File: src/rtl/timer_device.sv
// timer_device -- memory-mapped 32-bit down-counting timer with interrupt.
//
// Register map (word offset on Addr):
//   0 CTRL   [0] EN, [2:1] MODE (00 one-shot, 01 auto-reload, 1x one-shot),
//            [3] IM (1 = IRQ allowed), [31:4] read as 0
//   1 PRESET reload value, read/write
//   2 COUNT  current count, read-only
//   3 unused, reads 0, writes ignored
//
// Ports:
//   clk   - clock, all state updates on the rising edge
//   reset - synchronous, active-high
//   Addr  - register word offset
//   WE    - write enable for the register at Addr
//   Din   - write data
//   Dout  - combinational read data for the register at Addr
//   IRQ   - interrupt request (irq_flag AND CTRL.IM, both registered)
//
// Build option: define TIMER_AUTO_RELOAD_EN to store CTRL.MODE and enable
// auto-reload. Without it MODE is not stored, reads 0, and every expiry
// behaves as one-shot.

module timer_device (
    input  logic        clk,
    input  logic        reset,
    input  logic [1:0]  Addr,
    input  logic        WE,
    input  logic [31:0] Din,
    output logic [31:0] Dout,
    output logic        IRQ
);

    typedef enum logic [1:0] {
        IDLE = 2'd0,
        LOAD = 2'd1,
        CNT  = 2'd2,
        INT  = 2'd3
    } state_t;

    state_t      state, state_nxt;
    logic        ctrl_en;
    logic        ctrl_im;
    logic [1:0]  ctrl_mode;
    logic [31:0] preset;
    logic [31:0] count;
    logic        irq_flag;
    logic        auto_reload;

    logic        wr_ctrl, wr_preset;
    logic        count_load, count_dec, expire;
    logic        hw_en_clr, flag_pulse_clr;

    // Din[31:4] never stored; Din[2:1] only stored with auto-reload built in.
    logic        unused_din;
    assign unused_din = ^{Din[31:4], Din[2:1]};

    assign wr_ctrl   = WE && (Addr == 2'd0);
    assign wr_preset = WE && (Addr == 2'd1);

`ifdef TIMER_AUTO_RELOAD_EN
    always_ff @(posedge clk) begin
        if (reset)
            ctrl_mode <= 2'b00;
        else if (wr_ctrl)
            ctrl_mode <= Din[2:1];
    end
    // 1x encodings fall back to one-shot.
    assign auto_reload = (ctrl_mode == 2'b01);
`else
    assign ctrl_mode   = 2'b00;
    assign auto_reload = 1'b0;
`endif

    // Next-state and datapath controls.
    always_comb begin
        state_nxt      = state;
        count_load     = 1'b0;
        count_dec      = 1'b0;
        expire         = 1'b0;
        hw_en_clr      = 1'b0;
        flag_pulse_clr = 1'b0;
        case (state)
            IDLE: if (ctrl_en) state_nxt = LOAD;
            LOAD: begin
                count_load = 1'b1;
                state_nxt  = CNT;
            end
            CNT: begin
                if (!ctrl_en) begin
                    state_nxt = IDLE;
                end else if (count > 32'd1) begin
                    count_dec = 1'b1;
                end else begin
                    // COUNT of 1 or 0 both expire, so COUNT never wraps.
                    expire    = 1'b1;
                    state_nxt = INT;
                end
            end
            INT: begin
                if (auto_reload) begin
                    flag_pulse_clr = 1'b1;
                    state_nxt      = LOAD;
                end else begin
                    hw_en_clr = 1'b1;
                    state_nxt = IDLE;
                end
            end
            default: state_nxt = IDLE;
        endcase
    end

    always_ff @(posedge clk) begin
        if (reset)
            state <= IDLE;
        else
            state <= state_nxt;
    end

    // A processor CTRL write beats the hardware EN clear on the same edge.
    always_ff @(posedge clk) begin
        if (reset) begin
            ctrl_en <= 1'b0;
            ctrl_im <= 1'b0;
        end else if (wr_ctrl) begin
            ctrl_en <= Din[0];
            ctrl_im <= Din[3];
        end else if (hw_en_clr) begin
            ctrl_en <= 1'b0;
        end
    end

    // PRESET only reaches COUNT in LOAD, so writes during CNT wait for reload.
    always_ff @(posedge clk) begin
        if (reset)
            preset <= 32'd0;
        else if (wr_preset)
            preset <= Din;
    end

    always_ff @(posedge clk) begin
        if (reset)
            count <= 32'd0;
        else if (count_load)
            count <= preset;
        else if (count_dec)
            count <= count - 32'd1;
        else if (expire)
            count <= 32'd0;
    end

    // Processor acknowledge (CTRL/PRESET write) wins over a same-edge set.
    always_ff @(posedge clk) begin
        if (reset)
            irq_flag <= 1'b0;
        else if (wr_ctrl || wr_preset)
            irq_flag <= 1'b0;
        else if (expire)
            irq_flag <= 1'b1;
        else if (flag_pulse_clr)
            irq_flag <= 1'b0;
    end

    assign IRQ = irq_flag & ctrl_im;

    always_comb begin
        Dout = 32'd0;
        case (Addr)
            2'd0:    Dout = {28'd0, ctrl_im, ctrl_mode, ctrl_en};
            2'd1:    Dout = preset;
            2'd2:    Dout = count;
            default: Dout = 32'd0;
        endcase
    end

endmodule

File: config.mk
export PLATFORM = sky130hd
export DESIGN_NAME = timer_device
export DESIGN_NICKNAME = d
export VERILOG_FILES = /design/src/rtl/timer_device.sv
export SDC_FILE = /design/constraint.sdc
export NUM_CORES = 1
export LEC_CHECK = 0
export CORE_MARGIN = 4
export CORE_UTILIZATION = 53
export CTS_CLUSTER_DIAMETER = 120
export CTS_CLUSTER_SIZE = 30
export DETAILED_ROUTE_END_ITERATION = 7
export PLACE_DENSITY = 0.9
export SYNTH_ARGS = -nofsm -noshare
export SYNTH_HDL_FRONTEND = slang
export SYNTH_SLANG_ARGS = --single-unit
File: constraint.sdc
create_clock -name clk -period 3.2 [get_ports clk]
set_clock_uncertainty 0.2 [all_clocks]
set_input_delay 0.48 -clock clk [delete_from_list [all_inputs] [get_ports clk]]
set_output_delay 0.48 -clock clk [all_outputs]
set_load 0.05 [all_outputs]
# After elaboration in Yosys (flattened, before gate mapping)

Cells that the tools add are included.

Register bits: 69
Bits of input ports: 37
Output and inout port bits: 33

$add $sub $neg: 1
Magnitude comparators: 1
Equal/unequal tests: 7
Muxes and demuxes: 19
Bitwise gates (word level): 1
Reduce and logical (&&, ||, !) cells: 9

Operator list:

| cell                                                 | number |
|---|---|
| 2-to-1 mux 32 bit                                    | 3 |
| case mux 32 bit (3 select lines)                     | 1 |
| > comparator 32 x 1 -> 1 bit (second input constant) | 1 |
| subtractor 32 x 1 -> 32 bit (second input constant)  | 1 |
| 2-to-1 mux 1 bit                                     | 11 |
| case mux 2 bit (4 select lines)                      | 1 |
| == test 2 bit (second input constant)                | 3 |
| 2-to-1 mux 2 bit                                     | 3 |
| == test 2 x 1 -> 1 bit (second input constant)       | 2 |
| logical NOT 2 bit                                    | 2 |
| != test 3 bit (second input constant)                | 1 |
| nonzero test 3 bit                                   | 1 |
| logical AND 1 bit                                    | 2 |
| != test 2 bit (second input constant)                | 1 |
| AND reduction 2 bit                                  | 1 |
| nonzero test 2 bit                                   | 1 |
| OR reduction 2 bit                                   | 1 |
| AND 1 bit                                            | 1 |
| logical OR 1 bit                                     | 1 |

# Logic depth before layout (Yosys ltp)

Gate-level depths: netlist (run 1).

Depth after elaboration: 7
Mapped depth: 9
Gate-level depth less buffers: 7

# Least setup slack after synthesis (run 1)

No wires, ideal clock.

Path type: input to output
Start point: input port Addr[0]
End point: output port Dout[0]
Arrival time: 1.668 ns
Data required time: 2.520 ns
Setup slack: 0.852 ns
Stages on the path: 2
Path through: mux2i_1 o21ai_0

Cells in the longest elaborated chain, start to end: 2

RTL lines:

| item                                  | line | RTL |
|---|---|---|
| start, declared                       | 26   | `input logic [1:0] Addr,` |
| == test 2 bit (tied with other cells) | 167  | `case (Addr)` |
| case mux 32 bit (3 select lines) (*)  | 167  |  |
| end, declared                         | 29   | `output logic [31:0] Dout,` |

Mark *: on every way between the ends. The rest lies on a longest branch, timed or not.

# Worst setup path in the final report (run 1)

Start point: input port Addr[0]
End point: output port Dout[18]

Same word-level chain as after synthesis.

==> results of run 1 <==
-- per-layer routing --
layer / track usage / part of all wire / wire length, um / vias to the layer above
met4: 0.1064 / 0.026 / 293 / 0
li1: - / - / - / 1829
met3: 0.03656 / 0.076 / 867 / 32
met2: 0.4477 / 0.48 / 5453 / 229
met1: 0.3439 / 0.42 / 4750 / 1847
met5: 0 / 0 / 0 / -
-- flip-flops by register name, indices dropped and copies added (netlist names) --
name and count:
count 32, irq_flag 1, ctrl_im 1, preset 32
state 2, ctrl_en 1
-- layout make-up --
type | instances | area (um^2) | area share
multi-input cells | 353 | 2186 | 0.4383
flip-flops and latches | 69 | 1381 | 0.2770
repair buffers | 83 | 1111 | 0.2228
clock buffers | 9 | 123.9 | 0.02484
well taps | 96 | 120.1 | 0.02408
clock inverters | 7 | 42.54 | 0.008530
inverters | 6 | 22.52 | 0.004516
-- metrics by stage --
stage,instances,hold slack [ns]
detailed placement,607,0.2653
global placement,607,0.2432
floorplan,467,0.2322
CTS,623,0.2763
finish,623,0.2782
global route,623,0.2980
-- synthesized netlist by cell type, drive strengths merged, types with 6 or more instances --
master	instances
nand2	78
dfxtp	69
a21oi	61
a22o	30
clkbuf	27
nor3	19
and3	18
o22ai	18
nor2	16
nor4	15
xnor2	15
buf	12
a22oi	10
or3	8
inv	6
nand4	6
o211ai	6
-- layout by cell type, fill, tap and decap left out, types with 4 or more instances in the layout --
| cell type | count |
|---|---|
| nor2_1 | 15 |
| clkinv_2 | 4 |
| buf_4 | 14 |
| nor3_1 | 16 |
| nand4_1 | 5 |
| a22o_1 | 30 |
| dfxtp_1 | 69 |
| xnor2_1 | 15 |
| a22oi_1 | 10 |
| buf_12 | 32 |
| or3_1 | 8 |
| nor4_2 | 5 |
| inv_1 | 6 |
| o211ai_1 | 6 |
| a21oi_1 | 61 |
| nor3b_1 | 4 |
| nand3_1 | 5 |
| clkbuf_8 | 9 |
| and3_1 | 18 |
| nor4_1 | 9 |
| o22ai_1 | 18 |
| clkdlybuf4s50_1 | 36 |
| a31oi_1 | 5 |
| nand2_1 | 77 |
-- worst max-delay path by stage --
stage | to | slack (ns) | cells past startpoint | start
6_report | Dout[18] | 0.46 | 5 | Addr[0]
5_1_grt | count[9] | 0.33 | 7 | count[0]
4_1_cts | Dout[18] | 0.47 | 5 | Addr[0]
3_5_place_dp | Dout[15] | 0.48 | 5 | Addr[0]
3_3_place_gp | Dout[16] | 0.52 | 5 | Addr[0]
2_1_floorplan | Dout[0] | 0.85 | 2 | Addr[0]
-- worst max-delay path: cells and delay by family --
kind	cells	cell delay (ns)
buf+inv	3	1.10
simple gates	1	0.18
compound gates	1	0.29
-- report_power, final --
group / total (mW) / switching [mW] / internal [mW]
Sequential: 0.889 / 0.0156 / 0.873
Clock: 0.621 / 0.346 / 0.275
Combinational: 0.204 / 0.110 / 0.0941
Total: 1.71 / 0.471 / 1.24
-- logic make-up (layout without fill, tap and decap cells) --
kind of cell / Yosys count / count (layout)
buffers and inverters: 45 / 105
and+or+nand+nor: 183 / 183
xor gates and xnor gates: 16 / 16
DFF: 69 / 69
muxes: 4 / 4
adders and majority gates: 2 / 2
AOI/OAI and AO/OA: 148 / 148
==> metrics, run 1 <==
final setup fails=0; hold path depth=2; R2R cell count=7; post-synthesis xor/xnor area fraction=0.03702; wire per inst=~18 um; hold path endpoint=preset[11]; Clock Latency Late Sink=roughly 0.35 ns; Mapped Avg Cell Area=approximately 8 um^2; crit-path max cell delay=0.59 ns; Crit Path Max Fanout=32; Area contributors post-synth=dfxtp_1, a21oi_1, nand2_1, a22o_1, xnor2_1; Tot Pwr=between 1.5 and 2 mW; post-detail-place hpwl=around 7.8 mm; post-synthesis compound-gate area fraction=0.2631; pwr/cell area=~340 nW/um^2; main combinational cell family by area after synthesis=compound AO/OA/AOI/OAI gates; Hold Path Origin=preset[11]; type of origin of the critical path=input pin; synthesized cell area=between 3000 and 4000 um^2; Sink Count=a little under 70; post-route worst setup slack=between 0.4 and 0.5 ns; R2R Setup Slk=0.46 ns; Setup TNS Final=0 ns; min cycle time layout=~2.7 ns; Worst R2R Start=count[0]; Die ar.=8557 um^2; H-Tree Depth=3; share of cells above drive strength 1=0.1556; fmax=approximately 0.36 GHz; Routability Congestion=0.9803; final instance area=between 4000 and 5000 um^2; Cell variety after synth=53; Post-DP Area=around 4800 um^2; # rows=30; clk root buf=clkbuf_8; relative max-transition margin=0.4273; endpoint kind of the worst setup timing path=output port; Setup WS pre-CTS=0.4753 ns; Via density=6.319; # IOs=70; max cap viols=0; number of synthesized flops with an enable pin=0; min-delay worst type=register to register; Initial Util=0.5510; synth warn=0; Remaining Overflow, GRT=0; Port-buffer cells=between 60 and 70; CTS Buffer Depth=2; post-synthesis sequential area ratio=0.3650; CTS tree=built; Core ar.=6869 um^2; Nets=roughly 560; number of diodes=0; Yosys top cell area share=0.3650; GRT Total Usage=0.2664; crit path kind=input pin to output port; Vert. Die Dim=between 90 and 100 um; antenna violations before repair=0; Layout area overhead=31.77%; fill cell count=512; Critical Path RT=approximately 2.5 ns; DRT Pass-1 Iters=5; post_cts resized=0; global-route wire length before repair=18.45 mm; post-CTS setup buffer count=0; Worst Tran Pin Value=~0.86 ns; simple-gate area share of the yosys netlist=0.2579; Post-synth top flop=dfxtp_1; Die Wd=between 90 and 100 um; worst vdd ir=about 0.00026 V; unrepaired setup endpoints after global routing=false; drt total wl=between 10 and 15 mm; drt initial violations=418; worst r2r dst=count[9]; vias in the first global route=roughly 3800; Inserted Clock Buffers=9; Synth Register Bits=69; Leak=around 1.9 nW; synthesized net count=506; Post-synth ARST share=0; status=finished clean; DR DRC count=0; Final ANT Viol Nets=0; cell at the slowest stage of the critical path=clkdlybuf4s50_1; vias after detailed routing=between 3000 and 4000; Tcrit/Tclk final=0.8574; post-synthesis mux area share=0.01091; Mapped Cells=between 400 and 500; largest net degree at the start of global routing=55; Slew Viols, Final=0; cell taking the most area after synthesis=dfxtp_1; clock transition at the registers of the reported paths=around 0.070 ns; utilization after layout=0.7260; Synth Area in Adders=0.006612; Fin. Hold Viols=0; WP data arrival=just over 2 ns; Cell Chain, Critical Path=clkdlybuf4s50_1 -> nor2b_2 -> buf_4 -> a22o_1 -> buf_12; hold_buf cts=0
(Power assumes the default switching activity.)
==> inputs of run 2 (changes only) <==
==> config.mk (replaced) <==
export PLATFORM = sky130hd
export DESIGN_NAME = timer_device
export DESIGN_NICKNAME = d
export VERILOG_FILES = /design/src/rtl/timer_device.sv
export SDC_FILE = /design/constraint.sdc
export NUM_CORES = 1
export LEC_CHECK = 0
export ABC_CLOCK_PERIOD_IN_PS = 3200
export CORE_MARGIN = 4
export CORE_UTILIZATION = 54
export CTS_BUF_LIST = sky130_fd_sc_hd__clkbuf_4
export CTS_CLUSTER_DIAMETER = 120
export CTS_CLUSTER_SIZE = 24
export DETAILED_ROUTE_END_ITERATION = 7
export PLACE_DENSITY = 0.91
export SYNTH_ARGS = -nofsm -noshare
export SYNTH_HDL_FRONTEND = slang
export SYNTH_SLANG_ARGS = --single-unit
==> run 2 against run 1 <==
First-iteration DRC count increased by 4.1%. Largest cell class unchanged. Critical endpoint is now Dout[0]. Sequential share of layout area increased by 0.53 points. Design area decreased by 1.9%. Combinational power about the same. Critical path type unchanged.
==> metrics, run 2 (same netlist as run 1, synthesis figures left out) <==
Worst Tran Pin Value=0.7845 ns (-0.07136 ns); DRT Pass-1 Iters=5 (unchanged); CTS tree=built; worst r2r dst=count[23]; hold_buf cts=0 (unchanged); Slew Viols, Final=0 (unchanged); crit path kind=input pin to output port; max cap viols=0 (unchanged); post_cts resized=0 (unchanged); antenna violations before repair=0 (unchanged); global-route wire length before repair=17.54 mm (-4.9%); Routability Congestion=0.9452 (-3.6%); Inserted Clock Buffers=9 (unchanged); CTS Buffer Depth=2 (unchanged); vias after detailed routing=3893 (-1.1%); Fin Hold WS=0.2772 ns (-0.001030 ns); Final ANT Viol Nets=0 (unchanged); min-delay worst type=input pin to register; fmax=0.3569 GHz (-2.1%); hold path depth=2 (unchanged); GRT Total Usage=0.2557 (-0.01067); Initial Util=0.5571 (+0.006088); clk root buf=clkbuf_4; endpoint kind of the worst setup timing path=output port; R2R cell count=7 (unchanged); Tot Pwr=1.571 mW (-8.3%); relative max-transition margin=0.4751 (+0.04775); fill cell count=497 (-2.9%); type of origin of the critical path=input pin; Clock Latency Late Sink=0.44 ns (+0.09 ns); H-Tree Depth=3 (unchanged); drt initial violations=435 (+4.1%); Via density=6.299 (-0.32%); Die Wd=91.72 um (-0.85%); final setup fails=0 (unchanged); largest net degree at the start of global routing=48 (-13%); Leak=1.897 nW (-2.5%); Tcrit/Tclk final=0.8755 (+0.01809); Register Area=1381 um^2 (unchanged); post-route worst setup slack=0.3984 ns (-0.05788 ns); Remaining Overflow, GRT=0 (unchanged); unrepaired setup endpoints after global routing=false; min cycle time layout=2.802 ns (+0.05788 ns); P_sw=0.4524 mW (-4.0%); R2R Setup Slk=0.45 ns (about the same); Worst R2R Start=count[1]; hold path endpoint=preset[27]; # IOs=70 (unchanged); commonest cells after routing, fill and taps aside=nand2_1, dfxtp_1, a21oi_1, clkdlybuf4s50_1, buf_12; Sink Count=69 (unchanged); biggest regs=count x32, preset x32, state x2; clock transition at the registers of the reported paths=0.12 ns (+0.05 ns); Nets=556 (-0.89%); # rows=30 (unchanged); internal power=1.119 mW (-9.9%); Core ar.=6794 um^2 (-1.1%); wire per inst=17.62 um (-3.4%); Die ar.=8413 um^2 (-1.7%); WP data arrival=2.12 ns (+0.06 ns); Port-buffer cells=69 (unchanged); Hold Path Origin=reset; worst vdd ir=0.0002411 V (-6.7%); number of diodes=0 (unchanged); Reg power frac=0.566 (+0.047); Fin. Hold Viols=0 (unchanged); post-CTS setup buffer count=0 (unchanged); vias in the first global route=3639 (-3.6%); commonest non-fill, non-tap cell in the layout=nand2_1; multi-input logic area=2186 um^2 (unchanged); Setup WS pre-CTS=0.4131 ns (-0.06224 ns); share of cells above drive strength 1=0.1475 (-0.008088); DR DRC count=0 (unchanged); Crit Path Max Fanout=32 (unchanged); status=finished clean; Vert. Die Dim=91.72 um (-0.85%); Layout area overhead=29.29%; Sw Share=0.2879 (+0.01285); share of total power in the clock network=0.306 (-0.056); pwr/cell area=321.1 nW/um^2 (-6.6%); Combinational Power Share=0.128 (+0.009); drt total wl=10.89 mm (-4.2%); Setup TNS Final=0 ns (unchanged); post-detail-place hpwl=7.409 mm (-5.6%); Critical Path RT=2.52 ns (about the same)
[run 2: cell count changes in the layout (fill, tap and decap cells not counted)]
cell,previous run,this run
buf_4,14,9
clkbuf_8,9,0
clkbuf_4,0,9
[run 2: worst max-delay path: stages]
cell and delay (ns):
clkdlybuf4s50_1 0.56, inv_1 0.11, nor2_2 0.12, buf_4 0.36, nand2_1 0.13, o21ai_0 0.17, buf_12 0.19
[run 2: area by class of cell]
type                    instances  area share
multi-input cells             353      0.4467
flip-flops and latches         69      0.2823
repair buffers                 78      0.2194
well taps                      96     0.02455
clock buffers                   9     0.01381
clock inverters                 7    0.008693
inverters                       6    0.004602
[run 2: layer usage]
layer	global-route usage	vias to the layer above	routed length (um)
li1	-	1829	-
met5	0	-	0
met2	0.4151	226	5187
met1	0.3367	1815	4354
met4	0.08663	0	193
met3	0.05578	23	1154
[run 2: metrics by stage]
step / instances / area, um^2 / utilization
2_1_floorplan: 467 / 3785 / -
3_3_place_gp: 602 / 4783 / 0.7041
3_5_place_dp: 602 / 4783 / 0.7041
4_1_cts: 618 / 4893 / 0.7203
5_1_grt: 618 / 4893 / 0.7203
6_report: 618 / 4893 / 0.7203
[run 2: how the worst max path moves through the flow]
stage	depth (start not counted)	to	slack, ns	from
after floorplan	2	Dout[0]	0.85	Addr[0]
after global placement	7	preset[3]	0.51	Addr[0]
after detailed placement	7	Dout[0]	0.41	Addr[1]
after CTS	7	Dout[0]	0.42	Addr[1]
after global routing	7	Dout[0]	0.32	Addr[1]
final	7	Dout[0]	0.40	Addr[1]
[run 2: power by group through the flow]
stage	Clock (mW)	Combinational (mW)	Sequential, mW
2_1_floorplan	0	0.111	0.903
3_3_place_gp	0	0.194	0.907
3_5_place_dp	0	0.199	0.908
4_1_cts	0.480	0.199	0.889
5_1_grt	0.519	0.214	0.891
6_report	0.481	0.201	0.889
